===== src/rtl/machine_mode_types_pkg.sv =====
// Shared machine-mode trap types: exc_req bit positions, cause codes,
// trap sequencer states and the latched trap record.
package machine_mode_types_pkg;

    localparam int EXC_W = 9;

    // Bit positions inside exc_req
    typedef enum logic [3:0] {
        EXC_FAULT_INSN   = 4'd0,
        EXC_MAL_INSN     = 4'd1,
        EXC_ILLEGAL_INSN = 4'd2,
        EXC_BREAKPOINT   = 4'd3,
        EXC_ENV_M        = 4'd4,
        EXC_MAL_L        = 4'd5,
        EXC_FAULT_L      = 4'd6,
        EXC_MAL_S        = 4'd7,
        EXC_FAULT_S      = 4'd8
    } exc_idx_t;

    // Exception cause codes (mcause with interrupt bit clear)
    typedef enum logic [3:0] {
        EX_MAL_INSN     = 4'd0,
        EX_FAULT_INSN   = 4'd1,
        EX_ILLEGAL_INSN = 4'd2,
        EX_BREAKPOINT   = 4'd3,
        EX_MAL_L        = 4'd4,
        EX_FAULT_L      = 4'd5,
        EX_MAL_S        = 4'd6,
        EX_FAULT_S      = 4'd7,
        EX_ENV_M        = 4'd11
    } ex_code_t;

    // Interrupt cause codes (mcause with interrupt bit set)
    typedef enum logic [3:0] {
        INT_SOFT  = 4'd3,
        INT_TIMER = 4'd7,
        INT_EXT   = 4'd11
    } int_code_t;

    typedef enum logic [1:0] {
        IDLE,
        DRAIN,
        COMMIT,
        REDIRECT
    } trap_state_t;

    // mie_mask bit positions: {meie, mtie, msie}
    localparam int MIE_MSIE = 0;
    localparam int MIE_MTIE = 1;
    localparam int MIE_MEIE = 2;

    // Trap record captured when a request is accepted
    typedef struct packed {
        logic       intr;
        logic       ret;
        logic [3:0] cause;
    } trap_rec_t;

    // Address-type exceptions that report a faulting address in mbadaddr
    function automatic logic has_badaddr(input logic [3:0] code);
        return (code == EX_MAL_INSN) || (code == EX_FAULT_INSN) ||
               (code == EX_MAL_L)    || (code == EX_FAULT_L)    ||
               (code == EX_MAL_S)    || (code == EX_FAULT_S);
    endfunction

endpackage


===== src/rtl/prv_trap_prioritizer.sv =====
// Combinational arbiter: picks one of interrupt / exception / MRET and
// reports the winning cause code.
module prv_trap_prioritizer
    import machine_mode_types_pkg::*;
(
    input  logic [EXC_W-1:0] exc_req,
    input  logic             ret,
    input  logic             timer_int,
    input  logic             soft_int,
    input  logic             ext_int,
    input  logic             mstatus_mie,
    input  logic [2:0]       mie_mask,
    output logic             take,
    output logic             is_intr,
    output logic             is_ret,
    output logic [3:0]       cause
);

    logic ext_en, soft_en, timer_en;

    assign ext_en   = mstatus_mie & ext_int   & mie_mask[MIE_MEIE];
    assign soft_en  = mstatus_mie & soft_int  & mie_mask[MIE_MSIE];
    assign timer_en = mstatus_mie & timer_int & mie_mask[MIE_MTIE];

    // Enabled interrupts first, then exceptions in fixed order, then MRET
    always_comb begin
        take    = 1'b1;
        is_intr = 1'b0;
        is_ret  = 1'b0;
        cause   = 4'd0;
        if (ext_en) begin
            is_intr = 1'b1;
            cause   = INT_EXT;
        end else if (soft_en) begin
            is_intr = 1'b1;
            cause   = INT_SOFT;
        end else if (timer_en) begin
            is_intr = 1'b1;
            cause   = INT_TIMER;
        end else if (exc_req[EXC_BREAKPOINT]) begin
            cause = EX_BREAKPOINT;
        end else if (exc_req[EXC_FAULT_INSN]) begin
            cause = EX_FAULT_INSN;
        end else if (exc_req[EXC_MAL_INSN]) begin
            cause = EX_MAL_INSN;
        end else if (exc_req[EXC_ILLEGAL_INSN]) begin
            cause = EX_ILLEGAL_INSN;
        end else if (exc_req[EXC_ENV_M]) begin
            cause = EX_ENV_M;
        end else if (exc_req[EXC_MAL_L]) begin
            cause = EX_MAL_L;
        end else if (exc_req[EXC_FAULT_L]) begin
            cause = EX_FAULT_L;
        end else if (exc_req[EXC_MAL_S]) begin
            cause = EX_MAL_S;
        end else if (exc_req[EXC_FAULT_S]) begin
            cause = EX_FAULT_S;
        end else if (ret) begin
            is_ret = 1'b1;
        end else begin
            take = 1'b0;
        end
    end

endmodule


===== src/rtl/prv_trap_sequencer.sv =====
// Machine-mode trap sequencer: accepts one request in IDLE, drains the
// pipeline, commits mepc/mcause/mbadaddr, then redirects fetch.
// Build option: PRV_VECTORED_TRAP_EN enables vectored interrupt targets
// when mtvec[1:0] == 2'b01; otherwise every trap goes to the base address.
module prv_trap_sequencer
    import machine_mode_types_pkg::*;
#(
    parameter int XLEN      = 32,
    parameter int MIN_DRAIN = 2
) (
    input  logic             CLK,
    input  logic             RST,
    input  logic [EXC_W-1:0] exc_req,
    input  logic             ret,
    input  logic [XLEN-1:0]  epc,
    input  logic [XLEN-1:0]  badaddr,
    input  logic             timer_int,
    input  logic             soft_int,
    input  logic             ext_int,
    input  logic             mstatus_mie,
    input  logic [2:0]       mie_mask,
    input  logic [XLEN-1:0]  mtvec,
    input  logic [XLEN-1:0]  mepc_r,
    input  logic             pipe_ready,
    output logic             pipe_clear,
    output logic             insert_pc,
    output logic [XLEN-1:0]  priv_pc,
    output logic             intr,
    output logic             csr_we,
    output logic [XLEN-1:0]  mcause_w,
    output logic [XLEN-1:0]  mepc_w,
    output logic [XLEN-1:0]  mbadaddr_w,
    output logic             mie_push,
    output logic             mie_pop,
    output logic             busy
);

    // Counter value at which the minimum drain time has elapsed
    localparam logic [3:0] DRAIN_LAST = 4'(MIN_DRAIN - 1);

    trap_state_t     state, state_nx;
    logic            sel_take, sel_intr, sel_ret;
    logic [3:0]      sel_cause;
    logic            accept;
    logic [3:0]      drain_cnt;
    trap_rec_t       rec_q;
    logic [XLEN-1:0] epc_q, badaddr_q, target_q;
    logic [XLEN-1:0] trap_base, trap_tgt;

    prv_trap_prioritizer u_prio (
        .exc_req     (exc_req),
        .ret         (ret),
        .timer_int   (timer_int),
        .soft_int    (soft_int),
        .ext_int     (ext_int),
        .mstatus_mie (mstatus_mie),
        .mie_mask    (mie_mask),
        .take        (sel_take),
        .is_intr     (sel_intr),
        .is_ret      (sel_ret),
        .cause       (sel_cause)
    );

    assign accept    = (state == IDLE) && sel_take;
    // Mode bits are masked off; the base is always word aligned
    assign trap_base = mtvec & {{(XLEN-2){1'b1}}, 2'b00};

`ifdef PRV_VECTORED_TRAP_EN
    assign trap_tgt = (sel_intr && (mtvec[1:0] == 2'b01))
                    ? trap_base + {{(XLEN-6){1'b0}}, sel_cause, 2'b00}
                    : trap_base;
`else
    assign trap_tgt = trap_base;
`endif

    // State register
    always_ff @(posedge CLK) begin
        if (RST) state <= IDLE;
        else     state <= state_nx;
    end

    // Trap record, target and drain counter; captured on IDLE->DRAIN
    always_ff @(posedge CLK) begin
        if (RST) begin
            rec_q     <= '0;
            epc_q     <= '0;
            badaddr_q <= '0;
            target_q  <= '0;
            drain_cnt <= '0;
        end else if (accept) begin
            rec_q     <= '{intr: sel_intr, ret: sel_ret, cause: sel_cause};
            epc_q     <= epc;
            badaddr_q <= badaddr;
            target_q  <= trap_tgt;
            drain_cnt <= '0;
        end else if ((state == DRAIN) && (drain_cnt != 4'hF)) begin
            drain_cnt <= drain_cnt + 4'd1;
        end
    end

    // Next state and Moore outputs
    always_comb begin
        state_nx   = state;
        pipe_clear = 1'b0;
        busy       = 1'b0;
        insert_pc  = 1'b0;
        priv_pc    = '0;
        intr       = 1'b0;
        csr_we     = 1'b0;
        mcause_w   = '0;
        mepc_w     = '0;
        mbadaddr_w = '0;
        mie_push   = 1'b0;
        mie_pop    = 1'b0;
        case (state)
            IDLE: begin
                if (sel_take) state_nx = DRAIN;
            end
            DRAIN: begin
                pipe_clear = 1'b1;
                busy       = 1'b1;
                if ((drain_cnt >= DRAIN_LAST) && pipe_ready) state_nx = COMMIT;
            end
            COMMIT: begin
                pipe_clear = 1'b1;
                busy       = 1'b1;
                state_nx   = REDIRECT;
                if (rec_q.ret) begin
                    mie_pop = 1'b1;
                end else begin
                    csr_we     = 1'b1;
                    mie_push   = 1'b1;
                    mcause_w   = {rec_q.intr, {(XLEN-5){1'b0}}, rec_q.cause};
                    mepc_w     = epc_q;
                    mbadaddr_w = (!rec_q.intr && has_badaddr(rec_q.cause))
                               ? badaddr_q : '0;
                end
            end
            REDIRECT: begin
                pipe_clear = 1'b1;
                busy       = 1'b1;
                insert_pc  = 1'b1;
                intr       = rec_q.intr;
                // MRET reads mepc live so it sees any earlier CSR write
                priv_pc    = rec_q.ret ? mepc_r : target_q;
                state_nx   = IDLE;
            end
            default: state_nx = IDLE;
        endcase
    end

endmodule


===== config.mk =====
export PLATFORM = sky130hd
export DESIGN_NAME = prv_trap_sequencer
export DESIGN_NICKNAME = d
export VERILOG_FILES = /design/src/rtl/machine_mode_types_pkg.sv /design/src/rtl/prv_trap_prioritizer.sv /design/src/rtl/prv_trap_sequencer.sv
export SDC_FILE = /design/constraint.sdc
export NUM_CORES = 1
export LEC_CHECK = 0
export ABC_AREA = 1
export CAP_MARGIN = 15
export CORE_MARGIN = 10
export CORE_UTILIZATION = 40
export DETAILED_ROUTE_END_ITERATION = 8
export GPL_TIMING_DRIVEN = 0
export HOLD_SLACK_MARGIN = 0.08
export PLACE_DENSITY = 0.82
export SLEW_MARGIN = 20
export SYNTH_ARGS = -nofsm -noshare
export SYNTH_HDL_FRONTEND = slang
export SYNTH_HIERARCHICAL = 1
export SYNTH_SLANG_ARGS = --single-unit

===== constraint.sdc =====
create_clock -name CLK -period 1.95 [get_ports CLK]
set_clock_uncertainty 0.15 [all_clocks]
set_input_delay 0.39 -clock CLK [delete_from_list [all_inputs] [get_ports CLK]]
set_output_delay 0.39 -clock CLK [all_outputs]
set_load 0.03 [all_outputs]

# After elaboration in Yosys (flattened, before gate mapping)
# Cells that the tools add are included.
# W data, S select, Z words.
# totals
reg_bits	106
out_inout_bits	135
wordCells	101
# op_classes
add_sub_neg	1
magnitude_cmp	1
n_eq_ne	11
n_mux	59
bitwise	6
reduce_logical	15
# ops
operator	n
$mux W32	9
$mux W4	11
$mux W1	35
$eq A4 B3 Y1 const B	4
$pmux W2 S4	1
$and A1 B1 Y1	6
$logic_or A1 B1 Y1	5
$add A4 B1 Y4 const B	1
$eq A2 B2 Y1 const B	2
$eq A4 B1 Y1 const B	1
$ge A4 B1 Y1 const B	1
$logic_and A1 B1 Y1	4
$logic_not A4 Y1	1
$mux W2	2
$ne A4 B4 Y1 const B	1
$mux W3	1
$reduce_or A3 Y1	1
$eq A2 B1 Y1 const B	1
$logic_not A2 Y1	1
$ne A2 B1 Y1 const B	1
$ne A2 B2 Y1 const B	1
$reduce_and A2 Y1	1
$reduce_or A2 Y1	1
$logic_not A1 Y1	1

# Logic depth before layout (Yosys ltp)
# Gate-level depths: netlist of run 1.
# logic_depth
word_depth	15
mapped_depth	10

# Modules after synthesis
# Netlist of run 1, hierarchy kept.
# modules_own_cells
module	instances	cells_per_inst	area_each_um2
prv_trap_sequencer	1	740	5012.3
prv_trap_prioritizer	1	43	231.5

# Worst setup path after synthesis of run 1
# OpenSTA, ideal clock, no wires.
# synth_path
path_type	flip-flop to output port
start	register state[0]
end	output priv_pc[10]
arrival_ns	1.544
t_required_ns	1.410
slack_ns	-0.134
path_stages_with_launch	5
path_cell_list	dfxtp_1 > ha_1 > clkbuf_1 > o21ai_0 > nor2_1
# synth_between
elab_chain_cells	2
# synth_rtl
element	line_no	source
from (decl)	prv_trap_sequencer.sv:41	trap_state_t state, state_nx;
from (signal assigned)	prv_trap_sequencer.sv:79	else state <= state_nx;
$eq A2 B2 Y1	prv_trap_sequencer.sv:115	case (state)
$mux W32	prv_trap_sequencer.sv:115	
to (decl)	prv_trap_sequencer.sv:27	output logic [XLEN-1:0] priv_pc,
# Every way passes these cells.

# Worst setup path after layout of run 1
# layout_path
start	register state[0]
end	output mbadaddr_w[13]
# layout_between
elab_chain_cells	2
# layout_rtl
element	line_no	source
$eq A2 B2 Y1	prv_trap_sequencer.sv:115	
$mux W32	prv_trap_sequencer.sv:115	
to (decl)	prv_trap_sequencer.sv:32	output logic [XLEN-1:0] mbadaddr_w,
# Every way passes these cells.

==> results.py, run 1 <==
metrics = {
    "grt": {
        "gr-usage-all-layers_pct": 21.91,
        "grt_first_pass_wirelength_mm": 31.71,
        "grt_pass1_vias": 5938,
        "gr-total-overflow": 0,
        "grt_max_degree": 18,
        "antenna_found_initial": 2,
    },
    "setup_path": {
        "critPathRequiredTime_ps": 1410,
        "worst_setup_path_end_kind": "primary output",
        "start_kind": "flop",
        "worst-r2r-setup-slack_ps": 310,
        "cpPeakStageDelay_ps": 370,
        "worstPathArrival_ps": 1610,
        "path_class": "flop to primary output",
        "crit_path_cell_trace": "inv_4 -> ha_4 -> nand2_8 -> clkinv_8 -> buf_8 -> nand2_1 -> nor2_1 -> buf_4",
        "cp_slowest_cell": "dfxtp_4",
        "critPathMaxFanout": 10,
        "r2r_start": "state[0]$_SDFFE_PP0P_",
        "rr_worst_depth": 8,
        "timing.rr.end": "target_q[15]$_SDFFE_PP0P_",
    },
    "timing": {
        "final_max_slew_viol_count": 0,
        "rsz0062_at_grt": "yes",
        "layout_worst_path_cycle_share_pct": 110.0,
        "max_freq_mhz": 466.1,
        "layout_min_cycle_time_ps": 2146,
        "timing.final.ws_setup_ps": -195.6,
        "fin_setup_tns_ps": -12580,
        "hold_viol_final": 0,
        "setup_viol": 99,
    },
    "place": {
        "portBuffers": 253,
        "dp_hpwl_mm": 15.86,
        "post-place-cells": 1234,
        "place_congestion": 0.8329,
        "placed_area_um2": 8162,
        "place_ws_ps": -771.5,
    },
    "pwr": {
        "swShare_pct": 42.72,
        "internal-power_uw": 6700,
        "power_leakage_uw": 0.004079,
        "p_sw_uw": 4997,
        "ir_drop_uv": 883.2,
        "pwr-share-comb_pct": 53.1,
        "seq_power_share_pct": 29.8,
        "clkPwrFrac_pct": 17.1,
        "p_per_area_nw_per_um2": 1247,
    },
    "clock_network": {
        "clkLatencyLatePin_ps": 350,
        "root_buffer": "clkbuf_16",
        "clk_pin_slew_ps": 70,
        "clock_path_buffers": 2,
        "cts_sinks": 106,
        "htreeDepth": 3,
        "cts_tree": "yes",
        "cts_hold_buf": 0,
        "cts_buffers": 9,
    },
    "cells_and_area": {
        "drive_gt1_share_pct": 32.18,
        "nets": 1248,
        "synthToLayoutAreaGrowth_pct": 78.93,
        "multi_input_area_um2": 3023,
        "finalInstanceArea_um2": 9383,
        "layoutNonFillerInstCount": 1270,
        "fillers": 1015,
        "register_area_um2": 2133,
    },
    "run": {
        "max_cap_viol_count": 0,
    },
    "floorplan": {
        "core_area_um2": 12720,
        "top_level_ports": 283,
        "fp-row-count": 41,
        "dieHeight_um": 134.5,
        "initial_utilization_pct": 41.22,
        "die_x_um": 134.5,
        "fp.dieArea_um2": 18090,
    },
    "logic_synthesis": {
        "seq_area_frac_synth_pct": 40.47,
        "netlist_top_cells_area": "dfxtp_1 (40%), nor2_1 (19%), o21ai_0 (11%)",
        "yosysWarnings": 6,
        "avgSynthCellArea_um2": 6.697,
        "yosysTopAreaCellShare_pct": 40.47,
        "ys_types": 26,
        "netlist_area_um2": 5244,
        "synth_top_cell_by_area": "dfxtp_1",
        "ys_ff_latch": 106,
        "syn-instance-count": 783,
    },
    "worst_hold_path": {
        "hold_class": "flop to flop",
        "min_to": "epc_q[0]$_SDFFE_PP0P_",
        "whs_path_depth": 2,
        "hold_start": "epc_q[0]$_SDFFE_PP0P_",
    },
    "routing": {
        "drt-initial-drc-count": 321,
        "wl_per_cell_um": 16.65,
        "drt_wl_total_mm": 21.15,
        "vias": 6011,
        "ant_nets": 0,
        "viasPerCell": 4.733,
        "dr.pass1.iters": 4,
        "drc": 0,
    },
    "status": {
        "violations": "negative setup slack",
        "status": "complete, but fails checks",
    },
}
synthesized netlist by cell type:
master    count
inv_1        54
nand2_2       5
nor2_2        3
nor2_4        1
or2_2         1
buf_2        27
nor3_1        2
a21oi_1      43
buf_6         1
o21ai_0     118
nand3_1       8
a21oi_2       1
o211ai_2      1
dfxtp_1     106
conb_1        1
o21ai_2       1
xnor2_1       1
o21ai_1      14
nand2_1      55
inv_2         6
buf_4        38
clkbuf_2      8
ha_1          8
nand3_2       5
clkbuf_1      6
nor2_1      269
sequential cells by signal, indices dropped and copies added (netlist names):
register / flops
badaddr_q: 32
epc_q: 32
target_q: 30
rec_q: 6
drain_cnt: 4
state: 2
layer usage:
| metal | track usage, % | wire (um) | up-vias |
|---|---|---|---|
| li1 | - | - | 3028 |
| met1 | 24.06 | 8031 | 2742 |
| met2 | 38.55 | 10640 | 219 |
| met3 | 9.384 | 2225 | 20 |
| met4 | 4.293 | 239 | 2 |
| met5 | 0 | 18 | - |
how the worst max path moves through the flow:
stage	to	start	slack [ps]	cells past startpoint
floorplan	priv_pc[0]	state[0]$_SDFFE_PP0P_	-5	4
global placement	priv_pc[5]	state[0]$_SDFFE_PP0P_	-760	5
detailed placement	priv_pc[5]	state[0]$_SDFFE_PP0P_	-770	5
CTS	mepc_w[14]	state[0]$_SDFFE_PP0P_	-230	7
global route	mbadaddr_w[14]	state[0]$_SDFFE_PP0P_	-240	8
finish	mbadaddr_w[13]	state[0]$_SDFFE_PP0P_	-200	8
cells by family (layout without fill, tap and decap cells):
family / count (synthesis) / after routing / share of synthesized area [%]
AND/OR/NAND/NOR: 349 / 349 / 26.39
AO/OA/AOI/OAI: 178 / 178 / 17.28
flip-flops: 106 / 106 / 40.47
buffers and inverters: 140 / 428 / 13.72
other: 1 / 28 / 0.07151
XOR/XNOR: 1 / 1 / 0.1671
adder cells (fa/ha/maj): 8 / 8 / 1.909
worst max-delay path, delay by kind of cell (launching register included):
family	cells	cell delay, ps
adder cells (fa/ha/maj)	1	180
buffers and inverters	4	460
flip-flops	1	370
AND/OR/NAND/NOR	3	250
power groups by stage:
stage          clock network (uW)  logic (uW)  registers [uW]
6_report                     2000        6210            3490
5_1_grt                      2110        6800            3580
4_1_cts                      2040        5360            3400
3_5_place_dp                    0        4900            3390
3_3_place_gp                    0        4830            3360
2_1_floorplan                   0        3240            3300
what timing repair did:
item	4_1_cts	5_1_grt
cloned	3	2
endpoints found under the setup margin	208	204
setup buffers	9	7
pin swaps	18	36
hold endpoints to repair	0	0
gates resized for setup	752	228
area by class of cell:
class / instances / area share [%]
diodes: 1 / 0.02667
clock inverters: 6 / 0.9468
inverters: 60 / 2.694
plain buffers: 79 / 7.361
clock buffers: 10 / 2.547
well taps: 172 / 2.294
flip-flops and latches: 106 / 22.74
repair buffers: 273 / 29.18
multi-input cells: 563 / 32.22
placed cells by master (no fill, tap or decap), types with 4 or more instances in the layout:
cell type / n
nor2_1: 205
clkdlybuf4s50_1: 143
dfxtp_1: 103
buf_4: 95
buf_6: 78
o21ai_0: 78
inv_1: 51
nor2_2: 47
nand2_1: 46
a21oi_1: 42
o21ai_1: 29
conb_1: 27
nor2_4: 21
o21ai_2: 21
buf_2: 14
clkbuf_16: 13
nand2_2: 11
buf_8: 7
nand3_1: 7
o21ai_4: 5
ha_1: 5
inv_4: 4
buf_12: 4
nand3_4: 4
metrics by stage:
step           hold WS, ps  utilization, %  power (uW)
3_3_place_gp         290.0           64.15        8188
6_report             304.2           73.75       11700
4_1_cts              306.6           68.74       10810
3_5_place_dp         293.9           64.15        8294
2_1_floorplan        279.4               -        6539
5_1_grt              336.9           73.75       12480
No activity file was read; power rests on OpenSTA's default activity.
==> inputs of run 2 (changes only) <==
--- a/config.mk
+++ b/config.mk
@@ -11,7 +11,6 @@
 export CORE_UTILIZATION = 40
 export DETAILED_ROUTE_END_ITERATION = 8
 export GPL_TIMING_DRIVEN = 0
-export HOLD_SLACK_MARGIN = 0.08
 export PLACE_DENSITY = 0.82
 export SLEW_MARGIN = 20
 export SYNTH_ARGS = -nofsm -noshare
==> results of run 2 <==
Same layout as run 1: the final DEF is identical, and so are final timing and power.
